### config.mk
export PLATFORM = sky130hd
export DESIGN_NAME = mem_bus_arbiter_flat
export DESIGN_NICKNAME = d
export VERILOG_FILES = /design/src/rtl/mem_bus_arbiter_if.sv /design/src/rtl/mem_bus_arbiter.sv /design/src/flat_wrapper.sv
export SDC_FILE = /design/constraint.sdc
export NUM_CORES = 1
export LEC_CHECK = 0
export CORE_AREA = 4 4 196 198
export CTS_CLUSTER_SIZE = 10
export DETAILED_ROUTE_END_ITERATION = 12
export DIE_AREA = 0 0 200 202
export PLACE_DENSITY = 0.51
export SYNTH_ARGS = -nofsm -noshare
export SYNTH_HDL_FRONTEND = slang
export SYNTH_SLANG_ARGS = --single-unit
### constraint.sdc
create_clock -name clk -period 5.7 [get_ports clk]
set_clock_uncertainty 0.15 [all_clocks]
set_input_delay 0.57 -clock clk [delete_from_list [all_inputs] [get_ports clk]]
set_output_delay 0.57 -clock clk [all_outputs]
set_load 0.02 [all_outputs]
### src/rtl/mem_bus_arbiter_if.sv
// Fetch/data request, response and memory bus bundle for mem_bus_arbiter.
// master: arbiter side (drives responses and bus); slave: everything else.
interface mem_bus_arbiter_if;
  logic        ireq_valid;
  logic [63:0] ireq_addr;
  logic        iresp_ready;
  logic [31:0] iresp_data;
  logic        dreq_valid;
  logic [63:0] dreq_addr;
  logic        dreq_write;
  logic [2:0]  dreq_size;
  logic [7:0]  dreq_strobe;
  logic [63:0] dreq_data;
  logic        dresp_ready;
  logic [63:0] dresp_data;
  logic        bus_valid;
  logic        bus_write;
  logic [63:0] bus_addr;
  logic [2:0]  bus_size;
  logic [7:0]  bus_strobe;
  logic [63:0] bus_wdata;
  logic        bus_ready;
  logic [63:0] bus_rdata;

  modport master (
    input  ireq_valid, ireq_addr,
    input  dreq_valid, dreq_addr, dreq_write,
    input  dreq_size, dreq_strobe, dreq_data,
    input  bus_ready, bus_rdata,
    output iresp_ready, iresp_data,
    output dresp_ready, dresp_data,
    output bus_valid, bus_write, bus_addr,
    output bus_size, bus_strobe, bus_wdata
  );

  modport slave (
    output ireq_valid, ireq_addr,
    output dreq_valid, dreq_addr, dreq_write,
    output dreq_size, dreq_strobe, dreq_data,
    output bus_ready, bus_rdata,
    input  iresp_ready, iresp_data,
    input  dresp_ready, dresp_data,
    input  bus_valid, bus_write, bus_addr,
    input  bus_size, bus_strobe, bus_wdata
  );
endinterface

### src/rtl/mem_bus_arbiter.sv
// Shares one memory bus between fetch and data ports; D wins unless fetch starved.
// Ports: clk, reset (async, active-low), io (mem_bus_arbiter_if.master).
module mem_bus_arbiter #(
  parameter int MAX_D_STREAK = 4
) (
  input  logic              clk,
  input  logic              reset,
  mem_bus_arbiter_if.master io
);

  localparam logic [1:0] IDLE   = 2'd0;
  localparam logic [1:0] BUSY_I = 2'd1;
  localparam logic [1:0] BUSY_D = 2'd2;
  localparam logic [1:0] DRAIN  = 2'd3;

  localparam logic [3:0] STREAK_MAX = 4'(MAX_D_STREAK);

  logic [1:0]  state;
  logic [3:0]  streak;
  logic        b_valid;
  logic        b_write;
  logic [63:0] b_addr;
  logic [2:0]  b_size;
  logic [7:0]  b_strobe;
  logic [63:0] b_wdata;

  logic forced_i;
  logic grant_d;
  logic grant_i;

  always_comb begin
    forced_i = io.ireq_valid && (streak == STREAK_MAX);
    grant_d  = (state == IDLE) && io.dreq_valid && !forced_i;
    grant_i  = (state == IDLE) && !grant_d && io.ireq_valid;
  end

  assign io.bus_valid  = b_valid;
  assign io.bus_write  = b_write;
  assign io.bus_addr   = b_addr;
  assign io.bus_size   = b_size;
  assign io.bus_strobe = b_strobe;
  assign io.bus_wdata  = b_wdata;

  // A fetch whose valid drops in the completing cycle is a flush:
  // the response is discarded.
  always_comb begin
    io.iresp_ready = 1'b0;
    io.iresp_data  = '0;
    io.dresp_ready = 1'b0;
    io.dresp_data  = '0;
    if (state == BUSY_I && io.bus_ready && io.ireq_valid) begin
      io.iresp_ready = 1'b1;
      io.iresp_data  = b_addr[2] ? io.bus_rdata[63:32]
                                 : io.bus_rdata[31:0];
    end
    if (state == BUSY_D && io.bus_ready) begin
      io.dresp_ready = 1'b1;
      io.dresp_data  = io.bus_rdata;
    end
  end

  always_ff @(posedge clk or negedge reset) begin
    if (!reset) begin
      state    <= IDLE;
      streak   <= '0;
      b_valid  <= 1'b0;
      b_write  <= 1'b0;
      b_addr   <= '0;
      b_size   <= '0;
      b_strobe <= '0;
      b_wdata  <= '0;
    end else begin
      unique case (state)
        IDLE: begin
          if (grant_d) begin
            state    <= BUSY_D;
            b_valid  <= 1'b1;
            b_write  <= io.dreq_write;
            b_addr   <= io.dreq_addr;
            b_size   <= io.dreq_size;
            b_strobe <= io.dreq_write ? io.dreq_strobe : 8'h00;
            b_wdata  <= io.dreq_data;
            if (!io.ireq_valid)
              streak <= '0;
            else if (streak != STREAK_MAX)
              streak <= streak + 4'd1;
          end else if (grant_i) begin
            state    <= BUSY_I;
            streak   <= '0;
            b_valid  <= 1'b1;
            b_write  <= 1'b0;
            b_addr   <= io.ireq_addr;
            b_size   <= 3'd2;
            b_strobe <= 8'h00;
            b_wdata  <= '0;
          end else begin
            streak <= '0;
          end
        end
        BUSY_I, BUSY_D, DRAIN: begin
          if (io.bus_ready) begin
            state    <= IDLE;
            b_valid  <= 1'b0;
            b_write  <= 1'b0;
            b_addr   <= '0;
            b_size   <= '0;
            b_strobe <= '0;
            b_wdata  <= '0;
          end else if (state == BUSY_I && !io.ireq_valid) begin
            // Flushed fetch: keep the bus request up until it lands.
            state <= DRAIN;
          end
        end
        default: state <= IDLE;
      endcase
    end
  end

endmodule

### src/flat_wrapper.sv
// flat-port wrapper written by rule: the top's interface ports become plain ports
module mem_bus_arbiter_flat 
#(
  parameter int MAX_D_STREAK = 4
)
  (clk, reset, io_ireq_valid, io_ireq_addr, io_dreq_valid, io_dreq_addr, io_dreq_write, io_dreq_size, io_dreq_strobe, io_dreq_data, io_bus_ready, io_bus_rdata, io_iresp_ready, io_iresp_data, io_dresp_ready, io_dresp_data, io_bus_valid, io_bus_write, io_bus_addr, io_bus_size, io_bus_strobe, io_bus_wdata);
  mem_bus_arbiter_if io_i ();
  input  logic clk;
  input  logic reset;
  input wire logic [$bits(io_i.ireq_valid)-1:0] io_ireq_valid;
  input wire logic [$bits(io_i.ireq_addr)-1:0] io_ireq_addr;
  input wire logic [$bits(io_i.dreq_valid)-1:0] io_dreq_valid;
  input wire logic [$bits(io_i.dreq_addr)-1:0] io_dreq_addr;
  input wire logic [$bits(io_i.dreq_write)-1:0] io_dreq_write;
  input wire logic [$bits(io_i.dreq_size)-1:0] io_dreq_size;
  input wire logic [$bits(io_i.dreq_strobe)-1:0] io_dreq_strobe;
  input wire logic [$bits(io_i.dreq_data)-1:0] io_dreq_data;
  input wire logic [$bits(io_i.bus_ready)-1:0] io_bus_ready;
  input wire logic [$bits(io_i.bus_rdata)-1:0] io_bus_rdata;
  output wire logic [$bits(io_i.iresp_ready)-1:0] io_iresp_ready;
  output wire logic [$bits(io_i.iresp_data)-1:0] io_iresp_data;
  output wire logic [$bits(io_i.dresp_ready)-1:0] io_dresp_ready;
  output wire logic [$bits(io_i.dresp_data)-1:0] io_dresp_data;
  output wire logic [$bits(io_i.bus_valid)-1:0] io_bus_valid;
  output wire logic [$bits(io_i.bus_write)-1:0] io_bus_write;
  output wire logic [$bits(io_i.bus_addr)-1:0] io_bus_addr;
  output wire logic [$bits(io_i.bus_size)-1:0] io_bus_size;
  output wire logic [$bits(io_i.bus_strobe)-1:0] io_bus_strobe;
  output wire logic [$bits(io_i.bus_wdata)-1:0] io_bus_wdata;
  assign io_i.ireq_valid = io_ireq_valid;
  assign io_i.ireq_addr = io_ireq_addr;
  assign io_i.dreq_valid = io_dreq_valid;
  assign io_i.dreq_addr = io_dreq_addr;
  assign io_i.dreq_write = io_dreq_write;
  assign io_i.dreq_size = io_dreq_size;
  assign io_i.dreq_strobe = io_dreq_strobe;
  assign io_i.dreq_data = io_dreq_data;
  assign io_i.bus_ready = io_bus_ready;
  assign io_i.bus_rdata = io_bus_rdata;
  assign io_iresp_ready = io_i.iresp_ready;
  assign io_iresp_data = io_i.iresp_data;
  assign io_dresp_ready = io_i.dresp_ready;
  assign io_dresp_data = io_i.dresp_data;
  assign io_bus_valid = io_i.bus_valid;
  assign io_bus_write = io_i.bus_write;
  assign io_bus_addr = io_i.bus_addr;
  assign io_bus_size = io_i.bus_size;
  assign io_bus_strobe = io_i.bus_strobe;
  assign io_bus_wdata = io_i.bus_wdata;
  mem_bus_arbiter #(.MAX_D_STREAK(MAX_D_STREAK)) u_core (.clk(clk), .reset(reset), .io(io_i));
endmodule
### Word-level counts from Yosys, hierarchy flattened

Cells that the tools add are included.
Widths: inputs -> output; s select.

* latch bits: 0
* bits in writable memories: 0
* memories kept: 0
* word-level logic and storage cells: 71
* bits of input ports: 273
* ROM bits: 0
* output and inout bits: 239
* bits in registers: 147

* multipliers: 0
* add/sub/neg operators: 1
* reductions and logical operators: 17
* bitwise gates (word level): 0
* equality and inequality tests: 9
* div/mod/pow operators: 0
* shift operators: 0
* magnitude comparators: 0
* mux-type cells: 36

Operators by type and width (count)
* $mux 64: 6
* $pmux 64 s2: 2
* $mux 32: 2
* $mux 8: 4
* $pmux 8 s2: 1
* $mux 4: 3
* $logic_and 1x1->1: 9
* $mux 3: 3
* $mux 2: 4
* $mux 1: 7
* $pmux 3 s2: 1
* $reduce_and 2->1: 3
* $add 4x1->4 const B: 1
* $eq 2x2->1 const B: 2
* $eq 4x3->1 const B: 1
* $ne 4x3->1 const B: 1
* $pmux 1 s2: 2
* $pmux 2 s2: 1
* $logic_not 1->1: 3
* $ne 3x1->1 const B: 1
* $ne 3x2->1 const B: 1
* $ne 3x3->1 const B: 1
* $reduce_or 3->1: 1
* $eq 2x1->1 const B: 1
* other kinds (2): 2

### Longest topological paths before layout

* word-level depth: 10
* mapped depth: 7
* gate-level depth less buffers: 5

### Worst setup path after synthesis

OpenSTA, ideal clock, no wires.

* kind: input -> output
* from: input io_ireq_valid
* to: output io_iresp_data[10]
* data arrival time: 1481 ps
* buffers on the path: 2
* stages: 4
* slack: 3499 ps
* required time: 4980 ps
* cells stage by stage: buf_2 nand4b_1 clkbuf_1 nor2_1

* word-level cells in the longest chain between the ends: 2

Ends and longest elaborated chain
* from (decl): line flat_wrapper.sv:10 `input wire logic [$bits(io_i.ireq_valid)-1:0] io_ireq_valid;`
* $logic_and 1x1->1: line mem_bus_arbiter.sv:51 `if (state == BUSY_I && io.bus_ready && io.ireq_valid) begin`
* $mux 32: line mem_bus_arbiter.sv:51
* to (decl): line flat_wrapper.sv:21 `output wire logic [$bits(io_i.iresp_data)-1:0] io_iresp_data;`

No other way between the ends.

### Final worst setup path

* from: register u_core.b_addr[2] (netlist: u_core.io.bus_addr[2])
* to: output io_iresp_data[10]

* word-level cells in the longest chain between the ends: 2

Ends and longest elaborated chain
* from (decl): line mem_bus_arbiter.sv:22 `logic [63:0] b_addr;`
* from (signal assigned): line mem_bus_arbiter.sv:79 `b_addr <= io.dreq_addr;`
* from (signal assigned): line mem_bus_arbiter.sv:92 `b_addr <= io.ireq_addr;`
* $mux 32: line mem_bus_arbiter.sv:53 `io.iresp_data = b_addr[2] ? io.bus_rdata[63:32]`
* $mux 32: line mem_bus_arbiter.sv:51

No other way between the ends.

==> summary.md <==
| Metric | Value |
|---|---|
| Outcome | finished, final reports clean |
| IO Pins | slightly above 500 |
| Static leakage | 5.41 nW |
| I/O Buffers | between 500 and 600 |
| Die span in y | 202 um |
| Top-count cell post-synth | dfrtp_1 |
| Die Span X | ~200 um |
| Top post-synthesis cells by area | dfrtp_1 50%, a22o_1 7.9%, o221ai_1 7.6% |
| GR Overflow Total | 0 |
| EDFF count, synth | 0 |
| Post-synth ARST share | 1.00 |
| CTS tree | yes |
| Synthesized cell area | between 7000 and 8000 um^2 |
| First-pass GRT wire length | 51.1 mm |
| Unrepaired setup endpoints after global routing | false |
| Fin area | about 13000 um^2 |
| Synth cell count leaders | 147 x dfrtp_1, 69 x inv_1, 67 x a22o_1 |
| Initial core utilization | 0.202 |
| CTS Root Buffer Type | clkbuf_16 |
| Placement Setup Slack | between 2 and 2.5 ns |
| Area after DPL | 12800 um^2 |
| Initial drt markers | 274 |
| Post-layout nets | between 1000 and 1500 |
| Fin crit period | between 3 and 4 ns |
| Post-synth top flop | dfrtp_1 |
| Least-Margin Pin Slew | around 1.0 ns |
| Hold WC Path Type | input pin to async pin |
| Vias in the first global route | 8071 |
| Type of origin of the critical path | flip-flop |
| Worst setup path startpoint | u_core.io.bus_addr[2]$_DFFE_PN0P_ |
| Number of warnings issued by yosys | 0 |
| Arrival @ worst endpoint | 2.57 ns |
| Netlist cell types | 33 |
| GRT Total Usage | 0.165 |
| N_diodes | 0 |
| Post-DP HPWL | 25.7 mm |
| Crit Path Category | flip-flop to output port |
| Biggest area consumer among synthesized cells | dfrtp_1 |
| Fmax | 0.304 GHz |
| Syn_area_per_cell | between 10 and 15 um^2 |
| Syn nets | roughly 1000 |
| Max Slew Vio Count | 0 |
| Worst-path clk slew | 0.07 ns |
| FP Rows | 70 |
| Final WL | 35.3 mm |
| Crit end category | output port |
| Clock tree sinks | around 150 |
| Sequential area share after synthesis | 0.498 |
| Max-capacitance violation count | 0 |
| Setup TNS | 0 ns |
| CTS Buffer Depth | 2 |
| Largest net degree at the start of global routing | between 80 and 90 |
| Reg2reg start | u_core.streak[0]$_DFFE_PN0P_ |
| Core Area | 36500 um^2 |
| Post-Syn Instances | 731 |
| # setup viols final | 0 |
| Synth top area share | 0.498 |
| Detail Route Antenna Nets | 0 |
| Vias | 7697 |
| Final worst-path setup slack | around 2.4 ns |
| GP Congestion | 0.858 |
| # resized after CTS | 0 |
| H-tree Lvls | 4 |
| Final Hold Fails | 0 |
| Period utilization | 0.578 |
| Drt pass-1 iters | 4 |
| Clk_lat worst skew | about 0.44 ns |
| Maximum VDD drop | between 0.0002 and 0.00025 V |
| Antenna violations before repair | 2 |
| #FFs+latches synth | 147 |
| TritonCTS Buffers | 17 |
| Via density | between 4 and 5 |
| Share of layout cells above drive strength 1 | 0.0456 |
| P&R area growth vs syn | 81.5% |
| Power density cells | 451 nW/um^2 |
| Setup Buffers After CTS | 0 |
| Slew Limit Headroom | 0.306 |
| CP Data Required Time | between 4 and 5 ns |
| Reg2reg path depth | 6 |
| Wirelength per Cell | 21.1 um |
| DRC Markers | 0 |
| DIE AREA | between 40000 and 50000 um^2 |
| CP Max Fanout | 34 |
| # hold bufs at CTS | 0 |
worst paths after layout:
path,slack (ns),end
max,2.41,io_iresp_data[10]
min,0.01,u_core.io.bus_addr[45]$_DFFE_PN0P_
max reg2reg,3.10,u_core.io.bus_addr[16]$_DFFE_PN0P_
min reg2reg,0.35,u_core.io.bus_wdata[29]$_DFFE_PN0P_
max in group asynchronous,4.18,u_core.io.bus_wdata[36]$_DFFE_PN0P_
min in group clk,0.35,u_core.io.bus_wdata[29]$_DFFE_PN0P_
sequential cells by signal, indices dropped and copies added, names as in the netlist:
register	count
u_core.io.bus_strobe	8
u_core.io.bus_addr	64
u_core.io.bus_valid	1
u_core.streak	4
u_core.io.bus_write	1
u_core.io.bus_wdata	64
u_core.state	2
u_core.io.bus_size	3
where the power goes:
group	leakage (nW)	internal (W)	switching, W	total [W]
registers	1.90	0.00146	0.000298	0.00176
clock network	0.273	0.000657	0.000484	0.00114
logic	3.23	0.00146	0.00168	0.00314
critical path, cell delays in order, from the launching register on:
cell	delay [ns]
dfrtp_2	1.05
mux2i_1	0.27
nor2_1	0.17
clkdlybuf4s50_1	0.63
logic make-up after synthesis:
| logic type | count (synthesis) | share of synthesized area |
|---|---|---|
| adder cells (fa/ha/maj) | 2 | 0.00339 |
| AO/OA/AOI/OAI | 153 | 0.180 |
| multiplexers | 33 | 0.0449 |
| AND/OR/NAND/NOR | 244 | 0.184 |
| flip-flops | 147 | 0.498 |
| buffers and inverters | 152 | 0.0893 |
stage by stage:
| step | power, W | utilization | instances | hold WS (ns) |
|---|---|---|---|---|
| after floorplan | 0.00340 | - | 731 | 0.124 |
| after global placement | 0.00496 | 0.351 | 1642 | 0.325 |
| after detailed placement | 0.00496 | 0.351 | 1642 | 0.332 |
| after CTS | 0.00615 | 0.367 | 1674 | 0.0246 |
| after global routing | 0.00641 | 0.367 | 1674 | 0.0481 |
| final | 0.00604 | 0.367 | 1674 | 0.00969 |
final cells by class:
class                           count  area, um^2
Multi-Input combinational cell    432        3080
Timing Repair Buffer              525        5220
Clock inverter                     12         131
Sequential cell                   147        3680
Fill cell                        3687       23100
Tap cell                          468         586
Inverter                           70         263
Clock buffer                       20         447
layer usage:
layer,up-vias,share of wire,GRT usage
met5,-,0,0
met1,3716,0.43,0.210
met3,34,0.090,0.0547
met4,0,0.018,0.0461
li1,3614,-,-
met2,333,0.46,0.268
placed cells by master (no fill, tap or decap), types with 3 or more instances in the layout:
master / instances
a32o_1: 10
nor2_1: 33
o221ai_1: 64
clkdlybuf4s50_1: 509
a22o_1: 67
nand3_1: 66
inv_1: 69
o21ai_0: 6
clkinv_2: 3
dfrtp_1: 146
nand4_1: 66
nand2_1: 3
and2_1: 64
clkbuf_16: 17
clkinvlp_4: 4
mux2i_1: 32
buf_4: 14
Note: power is estimated with default switching activity, not from simulation.
